==> src/rtl/pipe_arbiter_pkg.sv <==
// Shared constants and width helpers for the pipe_arbiter block.
// Holds the default requester count, data width and pipeline latency,
// plus the clog2-based helpers that size requester ids and the in-flight counter.
package pipe_arbiter_pkg;

  // Default configuration: four requesters, 16-bit words, two-stage pipeline.
  localparam int DEF_NREQ    = 4;
  localparam int DEF_W       = 16;
  localparam int DEF_LATENCY = 2;

  // Ceiling log2; returns 0 for values of 0 or 1.
  function automatic int clog2(input int value);
    int result;
    int v;
    result = 0;
    v      = value - 1;
    while (v > 0) begin
      result = result + 1;
      v      = v >> 1;
    end
    return result;
  endfunction

  // Width of a requester id; never narrower than one bit.
  function automatic int id_width(input int nreq);
    return (clog2(nreq) < 1) ? 1 : clog2(nreq);
  endfunction

  // Width of a counter that must hold 0..latency inclusive; at least one bit.
  function automatic int cnt_width(input int latency);
    return (clog2(latency + 1) < 1) ? 1 : clog2(latency + 1);
  endfunction

endpackage : pipe_arbiter_pkg

==> src/rtl/pipe_arbiter_rr.sv <==
// Round-robin selector: picks the first eligible requester at or above the pointer.
// Latency: purely combinational, grant is valid in the same cycle as eligible.
// Backpressure: none; an empty eligible set simply yields an all-zero grant.
//
// Ports:
//   eligible  [NREQ]  requesters that may be granted this cycle
//   pointer   [IDW]   index where the upward scan starts (0..NREQ-1)
//   grant     [NREQ]  one-hot grant, all-zero when nothing is eligible
//   grant_idx [IDW]   binary index of the granted requester (0 when no grant)
module rr_arbiter #(
  parameter int NREQ = 4,
  parameter int IDW  = 2
) (
  input  logic [NREQ-1:0] eligible,
  input  logic [IDW-1:0]  pointer,
  output logic [NREQ-1:0] grant,
  output logic [IDW-1:0]  grant_idx
);

  // One extra bit so pointer + offset never overflows before the wrap.
  logic [IDW:0]   sum;
  logic [IDW-1:0] idx;
  logic           found;

  always_comb begin
    grant     = '0;
    grant_idx = '0;
    found     = 1'b0;
    sum       = '0;
    idx       = '0;
    // Walk offsets 0..NREQ-1 from the pointer; the first hit wins, which
    // gives the wrap NREQ-1 -> 0 without a doubled request vector.
    for (int k = 0; k < NREQ; k++) begin
      sum = {1'b0, pointer} + (IDW+1)'(k);
      if (sum >= (IDW+1)'(NREQ)) begin
        sum = sum - (IDW+1)'(NREQ);
      end
      idx = sum[IDW-1:0];
      if (!found && eligible[idx]) begin
        found       = 1'b1;
        grant[idx]  = 1'b1;
        grant_idx   = idx;
      end
    end
  end

endmodule : rr_arbiter

==> src/rtl/pipe_arbiter.sv <==
// Shares one external fixed-latency pipeline among NREQ requesters, round-robin.
// Latency: grant is combinational; rsp_valid fires exactly LATENCY cycles after the grant.
// Backpressure: one grant per cycle via req_ready; responses cannot be stalled.
//
// Ports:
//   clk, rst                 clock; asynchronous active-high reset
//   req_valid/req_mask [N]   request strobes and per-requester enables
//   req_data [N*W]           request words, requester i at [i*W +: W]
//   req_ready [N]            one-hot grant (transfer on valid & ready)
//   pipe_ivalid/pipe_idata   word launched into the shared pipeline
//   pipe_odata [W]           pipeline result, LATENCY cycles after launch
//   rsp_valid [N]/rsp_data   one-hot response strobe and pass-through result
//   busy                     requests eligible or words still in flight
module pipe_arbiter
  import pipe_arbiter_pkg::*;
#(
  parameter int NREQ    = DEF_NREQ,
  parameter int W       = DEF_W,
  parameter int LATENCY = DEF_LATENCY
) (
  input  logic              clk,
  input  logic              rst,
  input  logic [NREQ-1:0]   req_valid,
  input  logic [NREQ*W-1:0] req_data,
  input  logic [NREQ-1:0]   req_mask,
  output logic [NREQ-1:0]   req_ready,
  output logic              pipe_ivalid,
  output logic [W-1:0]      pipe_idata,
  input  logic [W-1:0]      pipe_odata,
  output logic [NREQ-1:0]   rsp_valid,
  output logic [W-1:0]      rsp_data,
  output logic              busy
);

  localparam int IDW  = id_width(NREQ);
  localparam int CNTW = cnt_width(LATENCY);

  logic [NREQ-1:0] eligible;
  logic [NREQ-1:0] grant;
  logic [IDW-1:0]  grant_idx;
  logic [IDW-1:0]  ptr_q;
  logic [IDW-1:0]  ptr_d;
  logic [NREQ-1:0] rsp_vec;
  logic            rsp_any;
  logic [CNTW-1:0] cnt_q;

  // Reset is asynchronous, so the eligible set is blanked combinationally
  // to keep req_ready, pipe_ivalid and pipe_idata low while rst is high.
  assign eligible = rst ? '0 : (req_valid & req_mask);

  rr_arbiter #(
    .NREQ (NREQ),
    .IDW  (IDW)
  ) u_rr (
    .eligible  (eligible),
    .pointer   (ptr_q),
    .grant     (grant),
    .grant_idx (grant_idx)
  );

  assign req_ready   = grant;
  assign pipe_ivalid = |grant;

  // AND-OR mux of the granted word; yields zero when there is no grant.
  always_comb begin
    pipe_idata = '0;
    for (int i = 0; i < NREQ; i++) begin
      pipe_idata = pipe_idata | (req_data[i*W +: W] & {W{grant[i]}});
    end
  end

  // Pointer moves to one past the winner; it holds when nothing is granted.
  always_comb begin
    ptr_d = ptr_q;
    if (pipe_ivalid) begin
      ptr_d = (grant_idx == IDW'(NREQ - 1)) ? '0 : grant_idx + IDW'(1);
    end
  end

  always_ff @(posedge clk or posedge rst) begin
    if (rst) begin
      ptr_q <= '0;
    end else begin
      ptr_q <= ptr_d;
    end
  end

  // Tag line: {valid, id} travels beside each launched word so the result
  // leaving the external pipeline can be routed back to its owner. The
  // owner is captured at grant time, so later mask changes cannot drop it.
  generate
    if (LATENCY > 0) begin : g_tag
      logic [LATENCY-1:0] tag_vld_q;
      logic [IDW-1:0]     tag_id_q [LATENCY];

      always_ff @(posedge clk or posedge rst) begin
        if (rst) begin
          tag_vld_q <= '0;
          for (int s = 0; s < LATENCY; s++) begin
            tag_id_q[s] <= '0;
          end
        end else begin
          tag_vld_q[0] <= pipe_ivalid;
          tag_id_q[0]  <= grant_idx;
          for (int s = 1; s < LATENCY; s++) begin
            tag_vld_q[s] <= tag_vld_q[s-1];
            tag_id_q[s]  <= tag_id_q[s-1];
          end
        end
      end

      always_comb begin
        rsp_vec = '0;
        if (tag_vld_q[LATENCY-1]) begin
          rsp_vec[tag_id_q[LATENCY-1]] = 1'b1;
        end
      end
    end else begin : g_bypass
      // Zero-latency pipeline: the response belongs to this cycle's grant.
      assign rsp_vec = grant;
    end
  endgenerate

  assign rsp_valid = rsp_vec;
  assign rsp_data  = pipe_odata;
  assign rsp_any   = |rsp_vec;

  // In-flight count mirrors the number of live tags, so it is bounded by
  // LATENCY by construction; a grant and a response together cancel out.
  always_ff @(posedge clk or posedge rst) begin
    if (rst) begin
      cnt_q <= '0;
    end else if (pipe_ivalid && !rsp_any) begin
      cnt_q <= cnt_q + CNTW'(1);
    end else if (!pipe_ivalid && rsp_any) begin
      cnt_q <= cnt_q - CNTW'(1);
    end
  end

  assign busy = (cnt_q != '0) | (|eligible);

endmodule : pipe_arbiter

==> config.mk <==
export PLATFORM = sky130hd
export DESIGN_NAME = pipe_arbiter
export DESIGN_NICKNAME = d
export VERILOG_FILES = /design/src/rtl/pipe_arbiter_pkg.sv /design/src/rtl/pipe_arbiter_rr.sv /design/src/rtl/pipe_arbiter.sv
export SDC_FILE = /design/constraint.sdc
export NUM_CORES = 1
export LEC_CHECK = 0
export ABC_AREA = 1
export BUFFER_PORTS_ARGS = -buffer_cell sky130_fd_sc_hd__buf_2
export CELL_PAD_IN_SITES_DETAIL_PLACEMENT = 0
export CELL_PAD_IN_SITES_GLOBAL_PLACEMENT = 1
export CORE_ASPECT_RATIO = 0.7
export CORE_MARGIN = 10
export CORE_UTILIZATION = 24
export DETAILED_ROUTE_END_ITERATION = 8
export GPL_ROUTABILITY_DRIVEN = 0
export PLACE_DENSITY_LB_ADDON = 0.1
export SKIP_CTS_REPAIR_TIMING = 1
export SLEW_MARGIN = 10
export SYNTH_ARGS = -nofsm -noshare
export SYNTH_HDL_FRONTEND = slang
export SYNTH_SLANG_ARGS = --single-unit
==> constraint.sdc <==
create_clock -name clk -period 2.9 [get_ports clk]
set_input_delay 0.145 -clock clk [delete_from_list [all_inputs] [get_ports clk]]
set_output_delay 0.145 -clock clk [all_outputs]
set_load 0.01 [all_outputs]
==> results by group <==
Critical path
  – Count of buffering cells on the critical path with inverters included: 2
  – Critical path class: reg -> reg
  – Critical path, cell by cell: inv_2, ha_1, inv_1, nand3_1, nand2_1, nand3_2, nor2_1, nor2_2, nand2_4, nor2_4, nand2_4, ha_1, a21oi_1, o21ai_0, xnor2_1
  – Critical R2R Capture: cnt_q[1]$_DFFE_PP0P_
  – Number of cells on the worst reg-to-reg path: 15
  – Largest stage delay on the critical path: 0.38 ns
  – Worst endpoint data arrival time: 2.63 ns
  – Category of cells accounting for the largest share of critical-path delay: simple AND/OR/NAND/NOR gates
  – Kind of launch point of the worst setup path: register
  – FF-to-FF setup slack: 0.39 ns
  – Maximum net fanout on the critical path: 6
  – CP Depth: 15
  – Critical Path Sink Type: register
  – Required time worst endpoint: 3.02 ns
  – Standard cell with the maximum stage delay on the critical path: ha_1
  – Endpoint of the worst setup timing path: cnt_q[1]$_DFFE_PP0P_

Global routing
  – Maximum number of pins on one net before global-route repair: 18
  – Number of global-route vias before repair: 1848
  – Remaining global-route overflow: 0
  – Overall Global Routing Usage: 10.6%
  – Wire length of the first global-routing pass: 8.86 mm
  – Antenna violations before repair: 0

Yosys
  – EDFF count, synth: 0
  – Most used flip-flop cell after synthesis: dfrtp_1
  – Flops & latches, synth: 10
  – Yosys synthesis warning count: 0
  – Mean post-synth cell area: 6.29 um2
  – Ys async rst share: 100%
  – Synthesized cell area: 1530 um2
  – Mapped Cells: 244
  – Sequential share of the synthesized area: 16.3%
  – Cell variety after synth: 23
  – Nets in the synthesized netlist: 342

Finish
  – Layout area overhead: 36.1%
  – # diodes: 0
  – Fraction of layout instances using a drive strength above 1: 41.1%
  – Number of standard cells in the final layout excluding fillers: 414
  – Utilization of the core after routing: 33.6%
  – Filler Cells Inserted: 696
  – Net count of the finished layout: 435

Route
  – Routed via count: 1820
  – Antenna-violating nets left: 0
  – Detailed-route wire length per cell: 13.6 um
  – Initial DRT Pass Iterations: 4
  – Initial detailed-routing violation count: 50
  – Final wirelength: 5.63 mm
  – DRC errors left: 0
  – Post-DR vias/cell: 4.40

Timing
  – Fin. max-slew vios: 0
  – Number of endpoints failing setup at the final stage: 0
  – Final total negative setup slack: 0 ns
  – Ratio of final minimum period to clock period: 86.4%
  – Slew @ Worst Pin: 0.336 ns
  – Shortest period the worst path allows: 2.51 ns
  – Endpoints failing hold: 0
  – Max Clock Freq: 399 MHz
  – Setup repair after global routing missed its margin: no
  – Final WS setup: 0.393 ns
  – Slew margin rel.: 77.4%
  – Post-route clock skew: 0.00489 ns

Power
  – Fraction of power consumed by sequential logic: 8.9%
  – Internal: 1.35 mW
  – Net switching power of the design: 1.69 mW
  – Power Dens Cells: 1450 nW/um2
  – Clk pwr share: 5.7%
  – Relative contribution of combinational cells to total power: 85.5%
  – Switching share of total power: 55.6%
  – LEAKAGE: 1.16 nW
  – Worst supply voltage drop on vdd: 0.677 mV
  – Total chip power: 3.03 mW

Placed design
  – # port buffers: 99
  – Post-placement cell count: 410
  – Hpwl dp: 4.70 mm
  – Pre-CTS setup slack: 0.375 ns

Hold path
  – Classification of the worst-slack hold path: in -> async

CTS
  – Post-CTS clock slew at the launch and capture registers of the worst setup and hold paths: 0.05 ns
  – Clock buffers created by TritonCTS: 3
  – Latest clock arrival within the worst-skew pair: 0.23 ns
  – CTS Buffer Depth: 2
  – Count of clock tree sinks: 10
  – Root buffer cell: clkbuf_8
  – Clock tree from TritonCTS: done
  – H-tree Lvls: 1

Floorplanning
  – Die Span Y: 86.9 um
  – Effective utilization at floorplan: 24.7%
  – Area of the die: 10000 um2
  – Number of ports placed on the die boundary: 132
  – Chip width: 116 um
  – Core Area: 6220 um2
  – Rows: 24

Run
  – Count of maximum capacitance violations: 0

Run status
  – Outcome: completed
==> sequential cells by signal, indices dropped and copies added, names as in the netlist, named ones only <==
register / count
g_tag.tag_vld_q: 2
ptr_q: 1
g_tag.tag_id_q: 4
cnt_q: 2
==> how the worst min path moves through the flow <==
stage                            to  slack, ns
2_1_floorplan             async pin      -0.04
3_3_place_gp            rsp_data[5]       0.29
3_5_place_dp   cnt_q[0]$_DFFE_PP0P_       0.28
4_1_cts        cnt_q[0]$_DFFE_PP0P_       0.03
5_1_grt        cnt_q[0]$_DFFE_PP0P_       0.04
6_report       cnt_q[0]$_DFFE_PP0P_       0.04
==> per-layer routing <==
| layer | vias up | GRT usage [%] | wire (um) |
|---|---|---|---|
| met3 | 6 | 3.65 | 527 |
| met4 | 0 | 2.41 | 61 |
| met5 | - | 0 | 0 |
| li1 | 964 | - | - |
| met1 | 781 | 14.0 | 2480 |
| met2 | 69 | 16.3 | 2570 |
==> cells in the final DEF (no fill, tap or decap), drive strengths merged <==
cell type / n
xnor2: 2
o21ai: 7
nor2: 14
a21oi: 1
ha: 8
nor3: 5
buf: 109
dfrtp: 10
nand3: 23
nand4: 22
clkbuf: 4
inv: 17
nand2: 114
==> cell usage after synthesis, types with 4 or more instances <==
library cell | n | share of area [%]
buf_4 | 18 | 8.8
dfrtp_1 | 10 | 16
ha_1 | 8 | 6.5
inv_1 | 14 | 3.4
nand2_1 | 104 | 25
nand2_2 | 4 | 1.6
nand2_4 | 6 | 4.4
nand3_1 | 19 | 6.2
nand4_1 | 22 | 9.0
nor2_1 | 7 | 1.7
nor2_2 | 4 | 1.6
nor3_1 | 5 | 1.6
o21ai_0 | 5 | 1.6
==> worst register-to-register path: stages (launching register included) <==
cell and delay (ns):
dfrtp_1 0.37, inv_2 0.05, ha_1 0.38, inv_1 0.08, nand3_1 0.08, nand2_1 0.12, nand3_2 0.15, nor2_1 0.06
nor2_2 0.14, nand2_4 0.07, nor2_4 0.13, nand2_4 0.08, ha_1 0.33, a21oi_1 0.11, o21ai_0 0.11, xnor2_1 0.13
==> layout make-up <==
type / instances / area [um2] / share of cell area, %
well taps: 78 / 97.6 / 4.67
inverters: 17 / 63.8 / 3.06
multi-input cells: 196 / 1050 / 50.3
flip-flops and latches: 10 / 250 / 12.0
clock buffers: 4 / 55.1 / 2.64
repair buffers: 109 / 571 / 27.3
==> metrics by stage <==
stage / hold WS [ns] / instance area [um2]
2_1_floorplan: -0.0350 / 1530
3_5_place_dp: 0.284 / 2030
6_report: 0.0389 / 2090
5_1_grt: 0.0407 / 2090
3_3_place_gp: 0.290 / 2030
4_1_cts: 0.0308 / 2090
==> kinds of logic after synthesis <==
family | count (synthesis) | synth area share, %
compound gates | 8 | 3.34
fa+ha+maj | 8 | 6.53
simple gates | 178 | 57.5
xor+xnor | 2 | 1.14
flops | 10 | 16.3
buf+inv | 38 | 15.2
==> power groups by stage <==
| stage | Combinational (mW) | Sequential, mW | Clock (mW) |
|---|---|---|---|
| after global placement | 2.70 | 0.272 | 0 |
| final | 2.59 | 0.270 | 0.172 |
| after CTS | 2.66 | 0.271 | 0.179 |
| after detailed placement | 2.64 | 0.272 | 0 |
| after floorplan | 1.82 | 0.275 | 0 |
| after global routing | 2.94 | 0.279 | 0.184 |
(Power assumes the default switching activity.)
